[config.mk]
export PLATFORM = sky130hd
export DESIGN_NAME = regfile_wb_scheduler
export DESIGN_NICKNAME = d
export VERILOG_FILES = /design/src/rtl/rf_pkg.sv /design/src/rtl/rr_arbiter.sv /design/src/rtl/regfile_wb_scheduler.sv
export SDC_FILE = /design/constraint.sdc
export NUM_CORES = 1
export LEC_CHECK = 0
export CAP_MARGIN = 20
export CORE_MARGIN = 2
export CORE_UTILIZATION = 42
export CTS_BUF_LIST = sky130_fd_sc_hd__clkbuf_4 sky130_fd_sc_hd__clkbuf_8
export DETAILED_ROUTE_END_ITERATION = 12
export PLACE_DENSITY = 0.89
export SLEW_MARGIN = 20
export SYNTH_ARGS = -nofsm -noshare
export SYNTH_HDL_FRONTEND = slang
export SYNTH_HIERARCHICAL = 1
export SYNTH_SLANG_ARGS = --single-unit
[constraint.sdc]
create_clock -name clk -period 3 [get_ports clk]
set_input_delay 0.3 -clock clk [delete_from_list [all_inputs] [get_ports clk]]
set_output_delay 0.3 -clock clk [all_outputs]
set_load 0.02 [all_outputs]
[src/rtl/rf_pkg.sv]
// rtl/rf_pkg.sv - shared register-file widths and types
// Holds the architectural register count, the data width and the address type
// used by the writeback scheduler and its arbiter.
package rf_pkg;

    localparam int XLEN   = 32;
    localparam int NREGS  = 32;
    localparam int REG_AW = 5;

    typedef logic [REG_AW-1:0] reg_addr_t;
    typedef logic [XLEN-1:0]   xlen_t;

endpackage

[src/rtl/rr_arbiter.sv]
// rtl/rr_arbiter.sv - combinational round-robin arbiter, one-hot grant
// Ports:
//   req  in  N   request vector
//   ptr  in  PW  highest-priority index this cycle
//   gnt  out N   one-hot grant (all zero when no request)
module rr_arbiter #(
    parameter int N  = 4,
    parameter int PW = (N > 1) ? $clog2(N) : 1
) (
    input  logic [N-1:0]  req,
    input  logic [PW-1:0] ptr,
    output logic [N-1:0]  gnt
);

    logic [N-1:0] mask;
    logic [N-1:0] masked;

    // Requests at or above ptr win first; if none, wrap to the lowest request.
    always_comb begin
        mask = '0;
        for (int i = 0; i < N; i++) begin
            mask[i] = (i >= int'(ptr));
        end
    end

    assign masked = req & mask;

    // x & -x isolates the lowest set bit.
    assign gnt = (|masked) ? (masked & (~masked + N'(1)))
                           : (req & (~req + N'(1)));

endmodule

[src/rtl/regfile_wb_scheduler.sv]
// rtl/regfile_wb_scheduler.sv - regfile write-port sharing, scoreboard and issue hazard stall
// Ports:
//   clk, rst                     clock, synchronous active-high reset
//   iss_valid/iss_uses_rd/iss_rd issue-stage instruction and its destination
//   iss_rs1/2/3, iss_use_rs      sources and per-source enables {rs3,rs2,rs1}
//   iss_stall                    issue not accepted this cycle
//   wb_valid/wb_addr/wb_data     NUM_WB writeback requesters
//   wb_ready                     one-hot grant, transfer on valid&ready
//   rf_write/rf_w1_addr/rf_inp_data  registered regfile write port
//   pending                      outstanding-write scoreboard
module regfile_wb_scheduler #(
    parameter int NUM_WB = 4,
    parameter int XLEN   = 32,
    parameter int NREGS  = 32
) (
    input  logic                       clk,
    input  logic                       rst,
    input  logic                       iss_valid,
    input  logic                       iss_uses_rd,
    input  rf_pkg::reg_addr_t          iss_rd,
    input  rf_pkg::reg_addr_t          iss_rs1,
    input  rf_pkg::reg_addr_t          iss_rs2,
    input  rf_pkg::reg_addr_t          iss_rs3,
    input  logic [2:0]                 iss_use_rs,
    output logic                       iss_stall,
    input  logic [NUM_WB-1:0]          wb_valid,
    input  logic [NUM_WB*5-1:0]        wb_addr,
    input  logic [NUM_WB*XLEN-1:0]     wb_data,
    output logic [NUM_WB-1:0]          wb_ready,
    output logic                       rf_write,
    output rf_pkg::reg_addr_t          rf_w1_addr,
    output logic [XLEN-1:0]            rf_inp_data,
    output logic [NREGS-1:0]           pending
);

    import rf_pkg::*;

    localparam int IW = (NUM_WB > 1) ? $clog2(NUM_WB) : 1;

    logic [IW-1:0]     rr_ptr;
    logic [NUM_WB-1:0] gnt;
    logic [IW-1:0]     gnt_idx;
    logic              gnt_any;
    reg_addr_t         sel_addr;
    logic [XLEN-1:0]   sel_data;
    logic              raw_hit;
    logic              waw_hit;
    logic              iss_accept;
    logic [NREGS-1:0]  set_vec;
    logic [NREGS-1:0]  clr_vec;
    logic [NREGS-1:0]  pending_nxt;

    rr_arbiter #(.N(NUM_WB), .PW(IW)) u_arb (
        .req (wb_valid),
        .ptr (rr_ptr),
        .gnt (gnt)
    );

    // No handshakes while in reset; requesters are being reset too.
    assign wb_ready = rst ? '0 : gnt;
    assign gnt_any  = |wb_ready;

    always_comb begin
        gnt_idx  = '0;
        sel_addr = '0;
        sel_data = '0;
        for (int i = 0; i < NUM_WB; i++) begin
            if (wb_ready[i]) begin
                gnt_idx  = IW'(i);
                sel_addr = wb_addr[i*5 +: 5];
                sel_data = wb_data[i*XLEN +: XLEN];
            end
        end
    end

    // pending[0] is never set, so x0 sources never stall without an explicit compare.
    assign raw_hit = (iss_use_rs[0] & pending[iss_rs1]) |
                     (iss_use_rs[1] & pending[iss_rs2]) |
                     (iss_use_rs[2] & pending[iss_rs3]);
    assign waw_hit = iss_uses_rd & pending[iss_rd];

    assign iss_stall  = iss_valid & (rst | raw_hit | waw_hit);
    assign iss_accept = iss_valid & ~iss_stall;

    always_comb begin
        set_vec = '0;
        clr_vec = '0;
        if (iss_accept && iss_uses_rd) begin
            set_vec[iss_rd] = 1'b1;
        end
        if (rf_write) begin
            clr_vec[rf_w1_addr] = 1'b1;
        end
    end

    // Set wins over clear; bit 0 forced low.
    assign pending_nxt = ((pending & ~clr_vec) | set_vec) & ~NREGS'(1);

    always_ff @(posedge clk) begin
        if (rst) begin
            rr_ptr      <= '0;
            rf_write    <= 1'b0;
            rf_w1_addr  <= '0;
            rf_inp_data <= '0;
            pending     <= '0;
        end else begin
            pending <= pending_nxt;
            if (gnt_any) begin
                rr_ptr <= (gnt_idx == IW'(NUM_WB - 1)) ? '0 : gnt_idx + IW'(1);
            end
            // x0 writes complete the handshake but never reach the regfile.
            if (gnt_any && (sel_addr != '0)) begin
                rf_write    <= 1'b1;
                rf_w1_addr  <= sel_addr;
                rf_inp_data <= sel_data;
            end else begin
                rf_write    <= 1'b0;
            end
        end
    end

    // The WAW stall keeps a register from being re-issued while its write is in flight.
    a_no_set_clr_collision: assert property (@(posedge clk) disable iff (rst)
        ~|(set_vec & clr_vec));

endmodule

# After elaboration in Yosys (flattened, before gate mapping)

Cells that the tools add are included.
Widths: inputs -> output; s select.

Bits in registers: 72
Input port bits: 179
Output and inout port bits: 75
Word-level logic and storage cells: 75

$add $sub $neg: 3
Magnitude comparators: 10
Equal/unequal tests: 1
Multiplexer cells: 29
Bitwise logic cells: 19
Reductions and logical operators: 7

Operators with widths:

| operator            | count |
|---|---|
| $mux 32             | 6 |
| $and 32x32->32      | 1 |
| $not 32->32         | 1 |
| $or 32x32->32       | 1 |
| $lt 5x6->1 const B  | 5 |
| $bmux 1 s5          | 4 |
| $mux 5              | 4 |
| $and 4x4->4         | 3 |
| $demux 1 s5         | 2 |
| $ge 5x1->1 const B  | 2 |
| $add 4x1->4 const B | 2 |
| $mux 1              | 8 |
| $mux 4              | 2 |
| $not 4->4           | 2 |
| $reduce_or 4->1     | 2 |
| $and 1x1->1         | 6 |
| $mux 2              | 3 |
| $reduce_bool 5->1   | 1 |
| $ge 1x2->1 const A  | 2 |
| $logic_and 1x1->1   | 4 |
| $or 1x1->1          | 4 |
| $add 2x1->2 const B | 1 |
| $eq 2x2->1 const B  | 1 |
| $ge 2x2->1 const A  | 1 |
| $not 1->1           | 1 |

# Depth between registers and ports, before layout

Gate-level depths: netlist of run 1.

Word-level depth: 14
Gate-level depth with buffers: 13
Gate-level depth less buffers: 11

# Hierarchy

The synthesis of run 1 kept the hierarchy.

Modules (own cells, without submodules):

| module               | instances | cells an instance | area each (µm²) |
|---|---|---|---|
| regfile_wb_scheduler | 1         | 621               | 5091.1 |
| rr_arbiter           | 1         | 19                | 110.1 |

# Worst setup path after synthesis of run 1

OpenSTA, ideal clock, no wires.

Path kind: register -> register
Start point: reg rr_ptr[1]
End point: reg rf_inp_data[31]
Arrival: 2488 ps
Data required time: 2866 ps
Slack: 378 ps
Cell stages (with the launch flop): 13
Path buffers: 3
Cells stage by stage: dfxtp_1 inv_2 a211oi_2 o31a_1 clkbuf_1 nor3b_1 a221oi_1 o31a_1 nor2b_1 nand2_1 buf_2 buf_2 a211oi_1

Cells in the longest elaborated chain, start to end: 13

Ends and longest elaborated chain:

| what                     | line                        | text |
|---|---|---|
| start: declaration       | regfile_wb_scheduler.sv:40  | `logic [IW-1:0] rr_ptr;` |
| start signal: assignment | regfile_wb_scheduler.sv:109 | `rr_ptr <= (gnt_idx == IW'(NUM_WB - 1)) ? '0 : gnt_idx + IW'(1);` |
| $ge 1x2->1               | rr_arbiter.sv:22            | `mask[i] = (i >= int'(ptr));` |
| $and 4x4->4 (*)          | rr_arbiter.sv:26            | `assign masked = req & mask;` |
| $not 4->4                | rr_arbiter.sv:29            | `assign gnt = (\|masked) ? (masked & (~masked + N'(1)))` |
| $add 4x1->4              | rr_arbiter.sv:29            |  |
| $and 4x4->4              | rr_arbiter.sv:29            |  |
| $mux 4 (*)               | rr_arbiter.sv:29            |  |
| named net gnt[0]         | regfile_wb_scheduler.sv:41  | `logic [NUM_WB-1:0] gnt;` |
| $mux 4 (*)               | regfile_wb_scheduler.sv:60  | `assign wb_ready = rst ? '0 : gnt;` |
| $mux 5 (4 in series)     | regfile_wb_scheduler.sv:68  | `if (wb_ready[i]) begin` |
| $reduce_bool 5->1        | regfile_wb_scheduler.sv:112 | `if (gnt_any && (sel_addr != '0)) begin` |
| $logic_and 1x1->1        | regfile_wb_scheduler.sv:112 |  |
| end signal: assignment   | regfile_wb_scheduler.sv:115 | `rf_inp_data <= sel_data;` |
| end: declaration         | regfile_wb_scheduler.sv:32  | `output logic [XLEN-1:0] rf_inp_data,` |

The timed path passes the listed nets; every way through them passes the cells marked *.
A chain may end at the register's enable or synchronous reset.

# Worst setup path in the final report of run 1

Start point: in iss_rs2[1]
End point: out iss_stall

Cells in the longest elaborated chain, start to end: 8

Ends and longest elaborated chain:

| what                         | line                       | text |
|---|---|---|
| start: declaration           | regfile_wb_scheduler.sv:22 | `input rf_pkg::reg_addr_t iss_rs2,` |
| $bmux 1 s5                   | regfile_wb_scheduler.sv:78 | `(iss_use_rs[1] & pending[iss_rs2]) \|` |
| $mux 1 (not written as such) | regfile_wb_scheduler.sv:78 |  |
| $and 1x1->1                  | regfile_wb_scheduler.sv:78 |  |
| $or 1x1->1                   | regfile_wb_scheduler.sv:77 | `assign raw_hit = (iss_use_rs[0] & pending[iss_rs1]) \|` |
| $or 1x1->1                   | regfile_wb_scheduler.sv:78 |  |
| $or 1x1->1 (2 in series)     | regfile_wb_scheduler.sv:82 | `assign iss_stall = iss_valid & (rst \| raw_hit \| waw_hit);` |
| $and 1x1->1                  | regfile_wb_scheduler.sv:82 |  |
| end: declaration             | regfile_wb_scheduler.sv:25 | `output logic iss_stall,` |

Every way passes these cells. The select of a mux whose other input is x is not followed.

==> results of run 1 <==
[critical path, cell delays in order]
cell             delay (ns)
clkdlybuf4s50_1        0.56
mux4_2                 0.52
and2b_4                0.17
a211oi_1               0.26
a22oi_2                0.11
a32oi_4                0.26
a31oi_1                0.11
dlygate4sd2_1          0.33
[metrics by stage]
step	power (mW)	hold WS, ns	instances
6_report	3.429	0.3653	1087
4_1_cts	3.424	0.3530	1084
3_5_place_dp	2.540	0.4598	1068
5_1_grt	3.605	0.3987	1087
2_1_floorplan	1.842	0.4938	640
3_3_place_gp	2.517	0.4630	1068
[layout by cell type (no fill, tap or decap), drive strengths merged, types with 8 or more instances in the layout]
cell type	instances
a221oi	33
inv	13
nand2	48
nand3b	31
a211oi	28
a21oi	33
mux2i	28
clkbuf	9
mux4	13
a22o	8
buf	68
nor2b	30
o31ai	8
nor2	68
o21ai	51
dfxtp	71
nand3	10
clkdlybuf4s50	247
nor3	28
[flip-flops by register name, summed over array words and instances (netlist names)]
register,cells
pending,31
rf_inp_data,32
rf_w1_addr,5
rf_write,1
rr_ptr,2
[repair_timing]
item,in CTS,in global routing
hold endpoints to repair,0,0
setup endpoints to repair,1,17
resized for setup,1,12
hold buffers,0,0
pin swaps,0,1
setup buffers,0,2
[cell type report]
| cell class | instances | area (um^2) |
|---|---|---|
| timing repair buffer | 319 | 3075 |
| multi-input combinational | 502 | 3491 |
| fill | 932 | 3596 |
| clock inverter | 7 | 102.6 |
| tap | 168 | 210.2 |
| clock buffer | 9 | 123.9 |
| sequential | 71 | 1423 |
| antenna | 1 | 2.502 |
| inverter | 10 | 37.54 |
[metal layers]
| metal | GRT usage (%) | routed length, um |
|---|---|---|
| met1 | 35.25 | 7608 |
| met2 | 53.53 | 10220 |
| met3 | 9.594 | 2179 |
| met4 | 13.82 | 988 |
| met5 | 0 | 0 |
[logic make-up (layout without fill, tap and decap cells)]
family	after synthesis	after routing
AND/OR/NAND/NOR	251	251
AO/OA/AOI/OAI	204	204
flip-flops	71	71
buffers and inverters	67	345
multiplexers	46	46
other	1	2
[path summary, 6_finish.rpt]
check | to | slack, ns
setup / recovery | iss_stall | 0.08
hold / removal | rf_w1_addr[1] | 0.37
setup reg to reg | rf_inp_data[16] | 0.25
hold reg to reg | rf_inp_data[30] | 0.50
[power groups by stage]
stage | logic, mW | clock network (mW) | registers (mW)
after detailed placement | 1.37 | 0 | 1.17
after CTS | 1.38 | 0.896 | 1.15
after global routing | 1.50 | 0.941 | 1.16
after floorplan | 0.566 | 0 | 1.28
final | 1.40 | 0.882 | 1.15
after global placement | 1.35 | 0 | 1.17
==> reports/qor.txt, run 1 <==
Status: finished clean
Post-synthesis xor/xnor area fraction: 0%
FP Rows: 40
Post-synth EDFFs: 0
NetSw: 1.179 mW
I/O pins: 254
Mux cell area share after synthesis: 12.39%
Final Util: 70.19%
Largest net degree at the start of global routing: 47
Hpwl dp: 16.09 mm
FF+latch count, synth: 71
Drt pass-1 iters: 6
Setup TNS Final: 0 ns
Worst reg2reg startpoint: rr_ptr[1]
Gate Count Post-Synth: 640
Hold/Removal Path Class: input pin to flip-flop
Final Hold Fails: 0
Post-DRT Antenna Nets: 0
Antenna violations before repair: 1
CP Class: input pin to output pin
Max-slew headroom: 62.19%
Most frequent cell after synthesis: dfxtp_1
Seq pwr share: 33.5%
Grt total ovfl: 0
Clock Pin Slew Worst Setup and Hold Paths: 0.09 ns
DIE HEIGHT: 115.3 um
Pwr per Cell Area: 405.1 nW/um^2
Post-synthesis cell type count: 65
Syn nets: 819
# clock sinks: 71
Yosys warning count: 6
Max Clock Freq: 342.1 MHz
Switching share of power: 34.37%
Finish-stage setup viols: 0
Vias in the first global route: 6,291
VDD IR max: 0.2733 mV
PortBufs: 252
Post-synth top area cell: dfxtp_1
Ys flop type: dfxtp_1
Setup slack at placement: -0.2374 ns
Final Slew Violations: 0
Die X: 115.3 um
Hold Crit Start: rst
Adder-cell share of the synthesized area: 0%
Async SR Flop Fraction: 0%
DP Area: 8187 um^2
TritonCTS clock tree: done
Initial Util: 43.12%
Gr usage total: 31.02%
Crit Path Max Fanout: 4
CTS Root Cell: clkbuf_8
Setup crit end kind: output pin
CTS H-Tree Depth: 3
WHS Path Cells: 2
Drt wl/cell: 19.31 um
Final Skew: 0.01911 ns
DRC Markers: 0
Area contributors post-synth: dfxtp_1 (27%), a221oi_1 (5.6%), mux2i_1 (5.4%)
Comb power frac: 40.7%
Slew @ Worst Pin: 0.5528 ns
Max-cap check violation count: 0
Post-synth top cells: dfxtp_1 (71), nor2_1 (68), nand2_1 (48), clkbuf_1 (37), a221oi_1 (33)
Num CTS Buffers: 9
Final Critical Period: 2.923 ns
WP data arrival: 2.62 ns
Synth Area in Simple Gates: 26.68%
Required @ worst endpoint: 2.70 ns
Clock network power share: 25.7%
Netlist Area Pre-Place: 5201 um^2
Clock Path Buffers: 2
Die Area: 13,290 um^2
Worst Setup Slack, final: 0.07695 ns
Synth Area per Inst: 8.127 um^2
Post-route cell area: 8466 um^2
DR vias/cell: 5.984
Core Region: 12,060 um^2
Cell Int Power: 2.251 mW
Worst skew pair latency: 0.35 ns
Period utilization: 97.44%
Nets: 1,092
Iteration-0 DRC Markers: 563
WL final: 20.99 mm
Worst Setup SP: iss_rs2[1]
Gp weighted congestion: 0.9742
Layout area overhead: 62.76%
Layout cell share with drive strength beyond 1: 14.71%
Leak: 3.076 nW
Main combinational cell family by area after synthesis: compound AO/OA/AOI/OAI gates
Top cell type's share of synthesized area: 27.33%
Via Count: 6,505
Sequential area share after synthesis: 27.33%
R2R depth: 11
Global-route wire length before repair: 32.31 mm
Synth Area in Compound Gates: 27.45%
Critical Path Start Type: input pin
(Power assumes the default switching activity.)
==> run 2: changes to the inputs <==
--- a/config.mk
+++ b/config.mk
@@ -6,11 +6,13 @@
 export NUM_CORES = 1
 export LEC_CHECK = 0
 export CAP_MARGIN = 20
+export CELL_PAD_IN_SITES_DETAIL_PLACEMENT = 1
+export CELL_PAD_IN_SITES_GLOBAL_PLACEMENT = 1
 export CORE_MARGIN = 2
-export CORE_UTILIZATION = 42
+export CORE_UTILIZATION = 30
 export CTS_BUF_LIST = sky130_fd_sc_hd__clkbuf_4 sky130_fd_sc_hd__clkbuf_8
 export DETAILED_ROUTE_END_ITERATION = 12
-export PLACE_DENSITY = 0.89
+export PLACE_DENSITY = 0.9
 export SLEW_MARGIN = 20
 export SYNTH_ARGS = -nofsm -noshare
 export SYNTH_HDL_FRONTEND = slang
==> run 2 against run 1 <==
Net effect: cell count increased by 5.0%; combinational power is essentially flat; critical path depth decreased by 2; worst hold slack improved by 0.077 ns; global-route usage is 5.2 points lower; largest cell class unchanged.
==> reports/qor.txt, run 2 (synthesized netlist as in run 1, its figures left out) <==
Antenna violations before repair: 0 (-1)
Max-slew headroom: 59.26% (-2.9 points)
CP Class: flip-flop to output pin
Crit-path leading delay family: buffers and inverters
Hold/Removal Path Class: input pin to flip-flop
Worst setup path endpoint: wb_ready[1]
Core Region: 17,120 um^2 (+42%)
Crit Path Max Fanout: 32 (+28)
Leak: 3.044 nW (-1.1%)
Worst reg2reg startpoint: rr_ptr[0]
Final Hold Fails: 0 (unchanged)
Gp weighted congestion: 0.9413 (-3.4%)
I/O pins: 254 (unchanged)
VDD IR max: 0.2557 mV (-6.5%)
FP Rows: 48 (+20%)
Initial Util: 30.39% (-13 points)
Global-route wire length before repair: 36.75 mm (+14%)
CTS H-Tree Depth: 3 (unchanged)
TritonCTS clock tree: done
Final Slew Violations: 0 (unchanged)
Number of fillers in the final layout: 2,018 (+120%)
Drt pass-1 iters: 5 (-1)
DRC Markers: 0 (unchanged)
Layout cell share with drive strength beyond 1: 14.85% (+0.14 points)
DIE HEIGHT: 135.7 um (+18%)
Worst path slowest cell: clkdlybuf4s50_1
ANT cells: 0 (-1)
Final Skew: 0.01421 ns (-0.004902 ns)
Required @ worst endpoint: 2.70 ns (about the same)
Post-DRT Antenna Nets: 0 (unchanged)
WP data arrival: 2.57 ns (-0.05 ns)
CP max stage delay: 0.66 ns (+0.10 ns)
Vias in the first global route: 6,884 (+9.4%)
Critical Path Start Type: flip-flop
Worst skew pair latency: 0.38 ns (+0.03 ns)
Die Area: 18,410 um^2 (+39%)
Number of hold buffers added after cts: 0 (unchanged)
Gr usage total: 25.85% (-5.2 points)
PortBufs: 252 (unchanged)
Nets: 1,090 (-0.18%)
Largest regs: rf_inp_data: 32 flops, pending: 31 flops, rf_w1_addr: 5 flops
R2r setup slk: 0.25 ns (about the same)
Setup slack at placement: -0.4550 ns (-0.2175 ns)
Finish-stage setup viols: 0 (unchanged)
WHS Path Cells: 3 (+1)
R2R depth: 11 (unchanged)
FF-to-FF End: rf_inp_data[19]
Crit-path cells: nor2b_1, o21ai_0, and3_2, nor2b_2, buf_6, clkdlybuf4s50_1
Clock Pin Slew Worst Setup and Hold Paths: 0.10 ns (about the same)
Num CTS Buffers: 9 (unchanged)
Grt total ovfl: 0 (unchanged)
RSZ-0062 raised after global routing: false
Worst Setup Slack, final: 0.1311 ns (+0.05411 ns)
WP buf/inv: 2 (unchanged)
Setup TNS Final: 0 ns (unchanged)
Clock Path Buffers: 2 (unchanged)
Slew @ Worst Pin: 0.6111 ns (+0.05834 ns)
Max Clock Freq: 348.6 MHz (+1.9%)
CTS Root Cell: clkbuf_8
Pwr per Cell Area: 395.7 nW/um^2 (-2.3%)
Period utilization: 95.63% (-1.8 points)
Setup crit end kind: output pin
WP depth: 6 (-2)
Worst Setup SP: rr_ptr[0]
WL final: 23.92 mm (+14%)
Layout area overhead: 62.95%
Iteration-0 DRC Markers: 332 (-41%)
Max-cap check violation count: 0 (unchanged)
DR vias/cell: 5.572 (-6.9%)
Die X: 135.7 um (+18%)
Via Count: 6,358 (-2.3%)
# clock sinks: 71 (unchanged)
Most frequent cells in the layout: clkdlybuf4s50_1 (248), dfxtp_1 (68), nor2_1 (67)
Hpwl dp: 18.83 mm (+17%)
Status: finished clean
Commonest non-fill, non-tap cell in the layout: clkdlybuf4s50_1
Register name with the most flops: rf_inp_data
Final Critical Period: 2.869 ns (-0.05411 ns)
Number of flip-flops in the largest register: 32 (unchanged)
Drt wl/cell: 20.96 um (+8.5%)
Largest net degree at the start of global routing: 59 (+26%)
==> run 2: cell count changes in the layout (fill, tap and decap cells not counted), sizes merged <==
cell | previous run | this run
clkbuf | 9 | 10
clkinvlp | 1 | 0
diode | 1 | 0
buf | 68 | 66
inv | 13 | 16
dlygate4sd2 | 1 | 0
dlymetal6s2s | 3 | 2
bufinv | 2 | 0
clkdlybuf4s50 | 247 | 248
==> run 2: final cells by class <==
class	instances	area, um^2	area share, %
Inverter	10	37.54	0.4429
Clock inverter	7	71.32	0.8415
Multi-Input combinational cell	502	3486	41.13
Timing Repair Buffer	317	3050	35.99
Clock buffer	9	123.9	1.461
Sequential cell	71	1425	16.81
Tap cell	225	281.5	3.322
==> run 2: worst min-delay path by stage <==
stage                         start         endpoint  slack (ns)
CTS                             rst   rf_inp_data[0]        0.41
finish                          rst   rf_inp_data[0]        0.44
global placement    rf_inp_data[30]  rf_inp_data[30]        0.46
floorplan               wb_addr[15]    rf_w1_addr[0]        0.49
detailed placement  rf_inp_data[30]  rf_inp_data[30]        0.47
global route                    rst   rf_inp_data[0]        0.45
==> run 2: timing repair <==
item                                    CTS  global route
endpoints found under the setup margin    3            13
gates resized for setup                   5            11
setup buffers                             0             2
pin swaps                                 0             2
==> run 2: through the flow <==
step           std cells  hold WS [ns]  utilization, %  instance area, um^2  total power, mW
2_1_floorplan        640        0.4938               -                 5201            1.842
3_3_place_gp        1123        0.4607           48.16                 8243            2.531
3_5_place_dp        1123        0.4651           48.16                 8243            2.569
4_1_cts             1139        0.4111           49.38                 8452            3.372
5_1_grt             1141        0.4496           49.52                 8476            3.540
6_report            1141        0.4423           49.52                 8476            3.354
==> run 2: where the power goes <==
| part | internal [mW] | switching, mW |
|---|---|---|
| Combinational | 0.715 | 0.698 |
| Clock | 0.331 | 0.462 |
| Sequential | 1.06 | 0.0912 |
| Total | 2.10 | 1.25 |
==> run 2: tightest hold or removal path, stage by stage <==
cell and delay (ns):
buf_2 0.16, buf_4 0.23, a211oi_1 0.08
==> run 2: metal layers <==
layer / part of all wire (%) / track usage (%) / routed length (um) / vias up
met1: 37 / 27.37 / 8862 / 3018
met2: 50 / 46.41 / 12020 / 305
met5: 0 / 0 / 0 / -
li1: - / - / - / 2980
met4: 3.7 / 11.40 / 892 / 0
met3: 9.0 / 8.792 / 2142 / 55
